### src/rtl/pipelined_barrel_shifter_pkg.sv
// Shared definitions for the pipelined barrel shifter: operation encodings
// and a small decode helper used by the top level and the shift levels.
package pipelined_barrel_shifter_pkg;

  typedef enum logic [1:0] {
    OP_SRL = 2'b00,
    OP_SRA = 2'b01,
    OP_SLL = 2'b10,
    OP_ROR = 2'b11
  } shift_op_e;

  // Left shifts are executed as right shifts on bit-reversed data.
  function automatic logic op_is_sll(input logic [1:0] op);
    return (op == OP_SLL);
  endfunction

endpackage

### src/rtl/pipelined_barrel_shifter_shift_level.sv
// One combinational shift level: shifts right by AMT when en is set.
// Left shifts arrive here already bit-reversed, so only right-going
// movement is needed; the fill bits depend on the operation.
module shift_level
  import pipelined_barrel_shifter_pkg::*;
#(
  parameter int WIDTH = 32,
  parameter int AMT   = 1
) (
  input  logic [WIDTH-1:0] data,
  input  logic             en,
  input  logic [1:0]       op,
  input  logic             sign,
  output logic [WIDTH-1:0] result
);

  // Select the fill for the vacated upper bits and apply the shift.
  always_comb begin
    result = data;
    if (en) begin
      case (op)
        OP_ROR:  result = {data[AMT-1:0], data[WIDTH-1:AMT]};
        OP_SRA:  result = {{AMT{sign}}, data[WIDTH-1:AMT]};
        OP_SRL:  result = {{AMT{1'b0}}, data[WIDTH-1:AMT]};
        OP_SLL:  result = {{AMT{1'b0}}, data[WIDTH-1:AMT]};
        default: result = {{AMT{1'b0}}, data[WIDTH-1:AMT]};
      endcase
    end else begin
      result = data;
    end
  end

endmodule

### src/rtl/pipelined_barrel_shifter.sv
// Multi-mode barrel shifter (SRL/SRA/SLL/ROR) built from log2(WIDTH)
// shift levels. With REG_LVL=1 every level is followed by a register;
// with REG_LVL=0 the levels are chained and only the output is registered.
// Stages form a valid/enable chain so empty stages fill under stall.
module pipelined_barrel_shifter
  import pipelined_barrel_shifter_pkg::*;
#(
  parameter int WIDTH   = 32,
  parameter int SHIFTW  = 5,
  parameter int REG_LVL = 1
) (
  input  logic              clk,
  input  logic              rst_n,
  input  logic              in_valid,
  output logic              in_ready,
  input  logic [WIDTH-1:0]  in_data,
  input  logic [SHIFTW-1:0] in_shamt,
  input  logic [1:0]        in_op,
  output logic              out_valid,
  input  logic              out_ready,
  output logic [WIDTH-1:0]  out_data,
  output logic              out_zero
);

  localparam int NSTG = (REG_LVL != 0) ? SHIFTW : 1;

  // Inputs and outputs of every shift level.
  logic [WIDTH-1:0]  lin_data_s  [SHIFTW];
  logic [WIDTH-1:0]  lout_data_s [SHIFTW];
  logic [SHIFTW-1:0] lin_shamt_s [SHIFTW];
  logic [1:0]        lin_op_s    [SHIFTW];
  logic              lin_sign_s  [SHIFTW];
  logic              lin_valid_s [SHIFTW];

  logic [NSTG:0]      en_s;
  logic [NSTG-1:0]    stg_v_s;
  logic [WIDTH-1:0]   entry_s;
  logic [WIDTH-1:0]   exit_s;
  logic               out_v_r;
  logic [WIDTH-1:0]   out_data_r;
  logic               out_zero_r;

  // Entry reversal for left shifts and exit reversal after the last level.
  always_comb begin
    entry_s = in_data;
    exit_s  = lout_data_s[SHIFTW-1];
    if (op_is_sll(in_op)) begin
      for (int i = 0; i < WIDTH; i++) entry_s[i] = in_data[WIDTH-1-i];
    end else begin
      entry_s = in_data;
    end
    if (op_is_sll(lin_op_s[SHIFTW-1])) begin
      for (int i = 0; i < WIDTH; i++) exit_s[i] = lout_data_s[SHIFTW-1][WIDTH-1-i];
    end else begin
      exit_s = lout_data_s[SHIFTW-1];
    end
  end

  // First level is always fed from the input port; the sign is captured here.
  assign lin_data_s[0]  = entry_s;
  assign lin_shamt_s[0] = in_shamt;
  assign lin_op_s[0]    = in_op;
  assign lin_sign_s[0]  = in_data[WIDTH-1];
  assign lin_valid_s[0] = in_valid;

  for (genvar k = 0; k < SHIFTW; k++) begin : g_lvl
    shift_level #(
      .WIDTH (WIDTH),
      .AMT   (2 ** k)
    ) u_level (
      .data   (lin_data_s[k]),
      .en     (lin_shamt_s[k][0]),
      .op     (lin_op_s[k]),
      .sign   (lin_sign_s[k]),
      .result (lout_data_s[k])
    );
  end

  if (REG_LVL != 0) begin : g_piped
    for (genvar k = 0; k < SHIFTW - 1; k++) begin : g_stage
      logic              v_r;
      logic [WIDTH-1:0]  data_r;
      logic [SHIFTW-1:0] shamt_r;
      logic [1:0]        op_r;
      logic              sign_r;

      // Stage register: take the level result when enabled, otherwise hold.
      always_ff @(posedge clk or negedge rst_n) begin
        if (!rst_n) begin
          v_r     <= 1'b0;
          data_r  <= {WIDTH{1'b0}};
          shamt_r <= {SHIFTW{1'b0}};
          op_r    <= 2'b00;
          sign_r  <= 1'b0;
        end else if (en_s[k]) begin
          v_r     <= lin_valid_s[k];
          data_r  <= lout_data_s[k];
          shamt_r <= lin_shamt_s[k] >> 1;
          op_r    <= lin_op_s[k];
          sign_r  <= lin_sign_s[k];
        end
      end

      assign stg_v_s[k]       = v_r;
      assign lin_data_s[k+1]  = data_r;
      assign lin_shamt_s[k+1] = shamt_r;
      assign lin_op_s[k+1]    = op_r;
      assign lin_sign_s[k+1]  = sign_r;
      assign lin_valid_s[k+1] = v_r;
    end
  end else begin : g_comb
    for (genvar k = 1; k < SHIFTW; k++) begin : g_chain
      assign lin_data_s[k]  = lout_data_s[k-1];
      assign lin_shamt_s[k] = in_shamt >> k;
      assign lin_op_s[k]    = in_op;
      assign lin_sign_s[k]  = in_data[WIDTH-1];
      assign lin_valid_s[k] = in_valid;
    end
  end

  assign stg_v_s[NSTG-1] = out_v_r;

  // Enable chain from the output back to the input: a stage moves when it is
  // empty or when the stage after it moves.
  always_comb begin
    en_s       = {(NSTG+1){1'b0}};
    en_s[NSTG] = out_ready;
    for (int k = NSTG - 1; k >= 0; k--) begin
      en_s[k] = !stg_v_s[k] || en_s[k+1];
    end
  end

  // Output stage: registered result and zero flag, held while stalled.
  always_ff @(posedge clk or negedge rst_n) begin
    if (!rst_n) begin
      out_v_r    <= 1'b0;
      out_data_r <= {WIDTH{1'b0}};
      out_zero_r <= 1'b1;
    end else if (en_s[NSTG-1]) begin
      out_v_r    <= lin_valid_s[SHIFTW-1];
      out_data_r <= exit_s;
      out_zero_r <= (exit_s == {WIDTH{1'b0}});
    end
  end

  assign in_ready  = en_s[0];
  assign out_valid = out_v_r;
  assign out_data  = out_data_r;
  assign out_zero  = out_zero_r;

endmodule

### config.mk
export PLATFORM = sky130hd
export DESIGN_NAME = pipelined_barrel_shifter
export DESIGN_NICKNAME = d
export VERILOG_FILES = /design/src/rtl/pipelined_barrel_shifter_pkg.sv /design/src/rtl/pipelined_barrel_shifter_shift_level.sv /design/src/rtl/pipelined_barrel_shifter.sv
export SDC_FILE = /design/constraint.sdc
export NUM_CORES = 1
export LEC_CHECK = 0
export CORE_MARGIN = 2
export CORE_UTILIZATION = 45
export CTS_CLUSTER_SIZE = 20
export DETAILED_ROUTE_END_ITERATION = 8
export PLACE_DENSITY = 0.67
export SLEW_MARGIN = 25
export SYNTH_ARGS = -nofsm -noshare
export SYNTH_HDL_FRONTEND = slang
export SYNTH_SLANG_ARGS = --single-unit
### constraint.sdc
create_clock -name clk -period 2.55 [get_ports clk]
set_input_delay 0.6375 -clock clk [delete_from_list [all_inputs] [get_ports clk]]
set_output_delay 0.6375 -clock clk [all_outputs]
set_load 0.03 [all_outputs]
* Word-level counts from Yosys, hierarchy flattened
Cells that the tools add are included.
Widths: inputs -> output; s select.
** Word-level totals
- Register bits :: 188
- Word-level logic and storage cells :: 71
- Output and inout bits :: 35
- Input bits :: 43
** Cells by class
- Eq/ne operators :: 15
- Mux-type cells :: 12
- Reductions and logical operators :: 21
** Operators by type and width (count)
- $pmux 32 s3 :: 5
- $mux 32 :: 7
- $logic_not 32->1 :: 1
- $eq 2x2->1 const B :: 10
- $eq 2x1->1 const B :: 5
- $logic_not 2->1 :: 5
- $reduce_or 2->1 :: 5
- $logic_not 1->1 :: 5
- $logic_or 1x1->1 :: 5

* Logic depth before layout (Yosys ltp)
- Word-level depth :: 6
- Depth in mapped cells :: 9
- Mapped depth without buffers :: 6

* Modules after synthesis
Synthesis repeated with hierarchy kept, for this count alone.
** Unflattened totals
- Cells, all modules :: 880
- Area total of the unflattened synthesis :: 10601.4 µm²
** Modules (own cells, without submodules)
- pipelined_barrel_shifter :: area each 7711.1 µm², cells each 626, sequential area each 4705.8 µm², times used 1
- shift_level at g_lvl[4].u_level :: area each 636.9 µm², cells each 73, sequential area each 0.0 µm², times used 1
- shift_level at g_lvl[3].u_level :: area each 591.8 µm², cells each 55, sequential area each 0.0 µm², times used 1
- shift_level at g_lvl[2].u_level :: area each 563.0 µm², cells each 46, sequential area each 0.0 µm², times used 1
- shift_level at g_lvl[0].u_level :: area each 549.3 µm², cells each 39, sequential area each 0.0 µm², times used 1
- shift_level at g_lvl[1].u_level :: area each 549.3 µm², cells each 41, sequential area each 0.0 µm², times used 1

* Least setup slack after synthesis
OpenSTA, ideal clock, no wires.
- Path kind :: input -> output
- From :: in out_ready
- To :: out in_ready
- Stages on the path :: 6
- Setup slack :: 0.277 ns
- Path buffers :: 2
- Arrival :: 1.635 ns
- Data required time :: 1.913 ns
- Path through :: nor2b_2 > nand3_2 > nor2_4 > nand2_1 > buf_2 > buf_2
** On the way
- Word-level cells in the longest chain between the ends :: 5
** Ends and longest elaborated chain
- from (decl) :: line pipelined_barrel_shifter.sv:20 : input logic out_ready,
- $logic_or 1x1->1 (5 in a row) :: line pipelined_barrel_shifter.sv:129 : en_s[k] = !stg_v_s[k] || en_s[k+1];
- to (decl) :: line pipelined_barrel_shifter.sv:15 : output logic in_ready,
Every way passes these cells.

* Final worst setup path
Same ends and word-level chain as after synthesis.

==> results.yml <==
power_and_ir_drop:
  power_switching_w: 0.00453
  swShare_pct: 38.1
  cellInternalPower_w: 0.00735
  clkPwrFrac_pct: 22.0
  pwr-share-seq_pct: 41.1
  p_leak_nw: 4.80
  p_per_area_nw_per_um2: 1060
  p_comb_share_pct: 36.9
  ir_drop_uv: 414
global_routing:
  gr-total-overflow: 0
  grt_max_degree: 72
  grt_pass1_wl_mm: 35.6
  antenna_found_initial: 0
  grt_use_total_pct: 20.0
  first_global_vias: 6742
clock_network:
  cts_buffers: 17
  cts.clk_slew.worst_paths_ns: 0.07
  cts.path.max_buffers: 2
  cts_hold_buf: 0
  cts_tree: "done"
  cts.sinks: 188
  htree_levels: 4
  clockRootBuffer: "clkbuf_16"
  worstSkewPairLatency_ns: 0.43
worst_hold_path:
  min_path_type: "in2async"
placed_design:
  dp_hpwl_mm: 15.6
  portBuffers: 77
  dp_worst_setup_slack_ns: -0.264
  gp_congestion: 0.907
yosys:
  ys_top_cells_by_area: "dfrtp_1, mux2i_1, a21oi_1"
  avgSynthCellArea_um2: 10.1
  netlist_top_cells_count: "dfrtp_1, a21oi_1, mux2i_1"
  yosys_most_used_dff: "dfrtp_1"
  synth_seq_cells: 188
  synth-seq-area-share_pct: 48.8
  syn_area_um2: 9640
  post-synth-top-area-cell: "dfrtp_1"
  synth_nets: 1002
  yosysMostFrequentCell: "dfrtp_1"
  ys_types: 59
  synth_warnings: 0
  synth_edf_count: 0
  synth_top_area_share_pct: 48.5
  synthArstFlopShare_pct: 100
  netlist_instances: 959
finish:
  n_antenna_cell: 0
  syn_to_final_growth_pct: 16.5
  drive_gt1_share_pct: 12.4
  regArea_um2: 4710
  fin_nets: 1050
  multiInputGateArea_um2: 4490
  fillers: 1894
sta:
  fin_crit_sh_pct: 98.1
  hold_viol: 0
  slew_headroom_pct: 55.2
  layout_setup_ws_ns: 0.0494
  max_freq_ghz: 0.400
  rsz0062_at_grt: "no"
  fin_crit_ns: 2.50
  slew_viol_final: 0
  worstMarginPinSlew_ns: 0.672
  finalSetupViolCount: 0
  fin_tns_setup_ns: 0
  fin_skew_ns: 0.0132
worst_setup_path:
  cp-start-kind: "input port"
  crit_path_end_kind: "primary output"
  r2r_slack_ns: 0.35
  required_ns: 1.91
  r2r_cells: 6
  critical_path_class: "in2out"
  cp.arrival_ns: 1.86
  cp_max_fo: 2
die:
  io_pins: 78
  die_w_um: 150
  fp.dieH_um: 150
  core_um2: 21000
  num_rows: 53
  dieArea_um2: 22600
  start_util_pct: 45.9
drt:
  wl_per_cell_um: 16.5
  dr.pass1.iters: 7
  num_vias: 6984
  postRouteAntennaNets: 0
  wirelength_mm: 21.4
  dr.first_iter.drc_count: 423
  drc: 0
  via_per_inst: 5.39
run:
  maxCapViolations: 0
status:
  status: "completed"
[final timing paths]
check | start | to
worst max-delay path | out_ready | in_ready
worst min-delay path | rst_n | g_piped.g_stage[2].data_r[9]
worst max register to register | g_piped.g_stage[3].op_r[1] | out_zero
worst min register to register | out_data[20] | out_data[20]
max in group asynchronous | rst_n | g_piped.g_stage[0].data_r[27]
min in group clk | out_data[20] | out_data[20]
[repair_timing]
action	4_1_cts	5_1_grt
gates resized for setup	3	0
setup endpoints to repair	1	0
buffers inserted	0	0
[final cells by class]
cell class / count / area share, %
Multi-Input combinational cell: 680 / 40.0
Sequential cell: 188 / 41.9
Timing Repair Buffer: 103 / 9.29
Tap cell: 275 / 3.06
Inverter: 17 / 0.568
Clock buffer: 21 / 4.01
Clock inverter: 11 / 1.19
[metrics by stage]
| step | utilization, % | area (µm²) | instances | hold slack, ns | power (W) |
|---|---|---|---|---|---|
| 6_report | 53.4 | 11200 | 1295 | 0.146 | 0.0119 |
| 2_1_floorplan | - | 9640 | 959 | 0.342 | 0.00777 |
| 4_1_cts | 53.4 | 11200 | 1295 | 0.152 | 0.0120 |
| 3_5_place_dp | 50.7 | 10600 | 1263 | 0.465 | 0.00932 |
| 5_1_grt | 53.4 | 11200 | 1295 | 0.163 | 0.0127 |
| 3_3_place_gp | 50.7 | 10600 | 1263 | 0.453 | 0.00923 |
[layer usage]
| metal | track usage, % | part of all wire, % | vias up |
|---|---|---|---|
| met3 | 3.09 | 3.3 | 33 |
| met4 | 7.45 | 2.6 | 0 |
| met5 | 0 | 0 | - |
| met2 | 32.5 | 48 | 159 |
| met1 | 27.3 | 46 | 3306 |
| li1 | - | - | 3486 |
[worst max-delay path, cell delays in order]
cell	delay (ns)
clkdlybuf4s50_1	0.43
nor2b_2	0.15
nand3_2	0.12
nor2_4	0.13
nand2_2	0.11
clkdlybuf4s15_2	0.29
[power by group through the flow]
stage	registers (W)	logic, W	clock network [W]
finish	0.00488	0.00439	0.00262
global route	0.00502	0.00484	0.00280
CTS	0.00489	0.00440	0.00267
detailed placement	0.00495	0.00437	0
global placement	0.00491	0.00432	0
floorplan	0.00507	0.00270	0
[cell families (layout without fill, tap and decap cells)]
group | after synthesis | in the layout | share of synthesized area (%)
and+or+nand+nor | 240 | 240 | 11.1
AOI/OAI and AO/OA | 252 | 252 | 15.1
muxes | 187 | 187 | 20.2
buffers and inverters | 91 | 152 | 4.74
xor gates and xnor gates | 1 | 1 | 0.0908
DFF | 188 | 188 | 48.8
[registers in the layout (all words and copies together) (netlist names)]
register,cells
g_piped.g_stage.data_r,128
out_data,32
g_piped.g_stage.shamt_r,10
g_piped.g_stage.op_r,8
g_piped.g_stage.sign_r,4
g_piped.g_stage.v_r,4
out_valid,1
out_zero,1
[cell usage in the layout (no fill, tap or decap), types with 3 or more instances in the layout]
cell / instances
nand2_2: 3
mux2_2: 52
o221ai_1: 12
a21oi_1: 136
o22ai_1: 4
a31oi_1: 7
nor2_1: 105
clkinvlp_4: 3
a211oi_1: 3
nand4_1: 7
mux2i_1: 132
inv_1: 16
buf_4: 20
clkdlybuf4s50_1: 75
o21ai_0: 54
a2bb2oi_1: 3
dfrtp_1: 187
clkbuf_1: 3
o2bb2ai_1: 6
buf_12: 6
nor2b_1: 9
o21a_1: 12
nand3_1: 7
clkbuf_16: 17
nand2_1: 79
nand2b_1: 13
No activity file was read; power rests on OpenSTA's default activity.
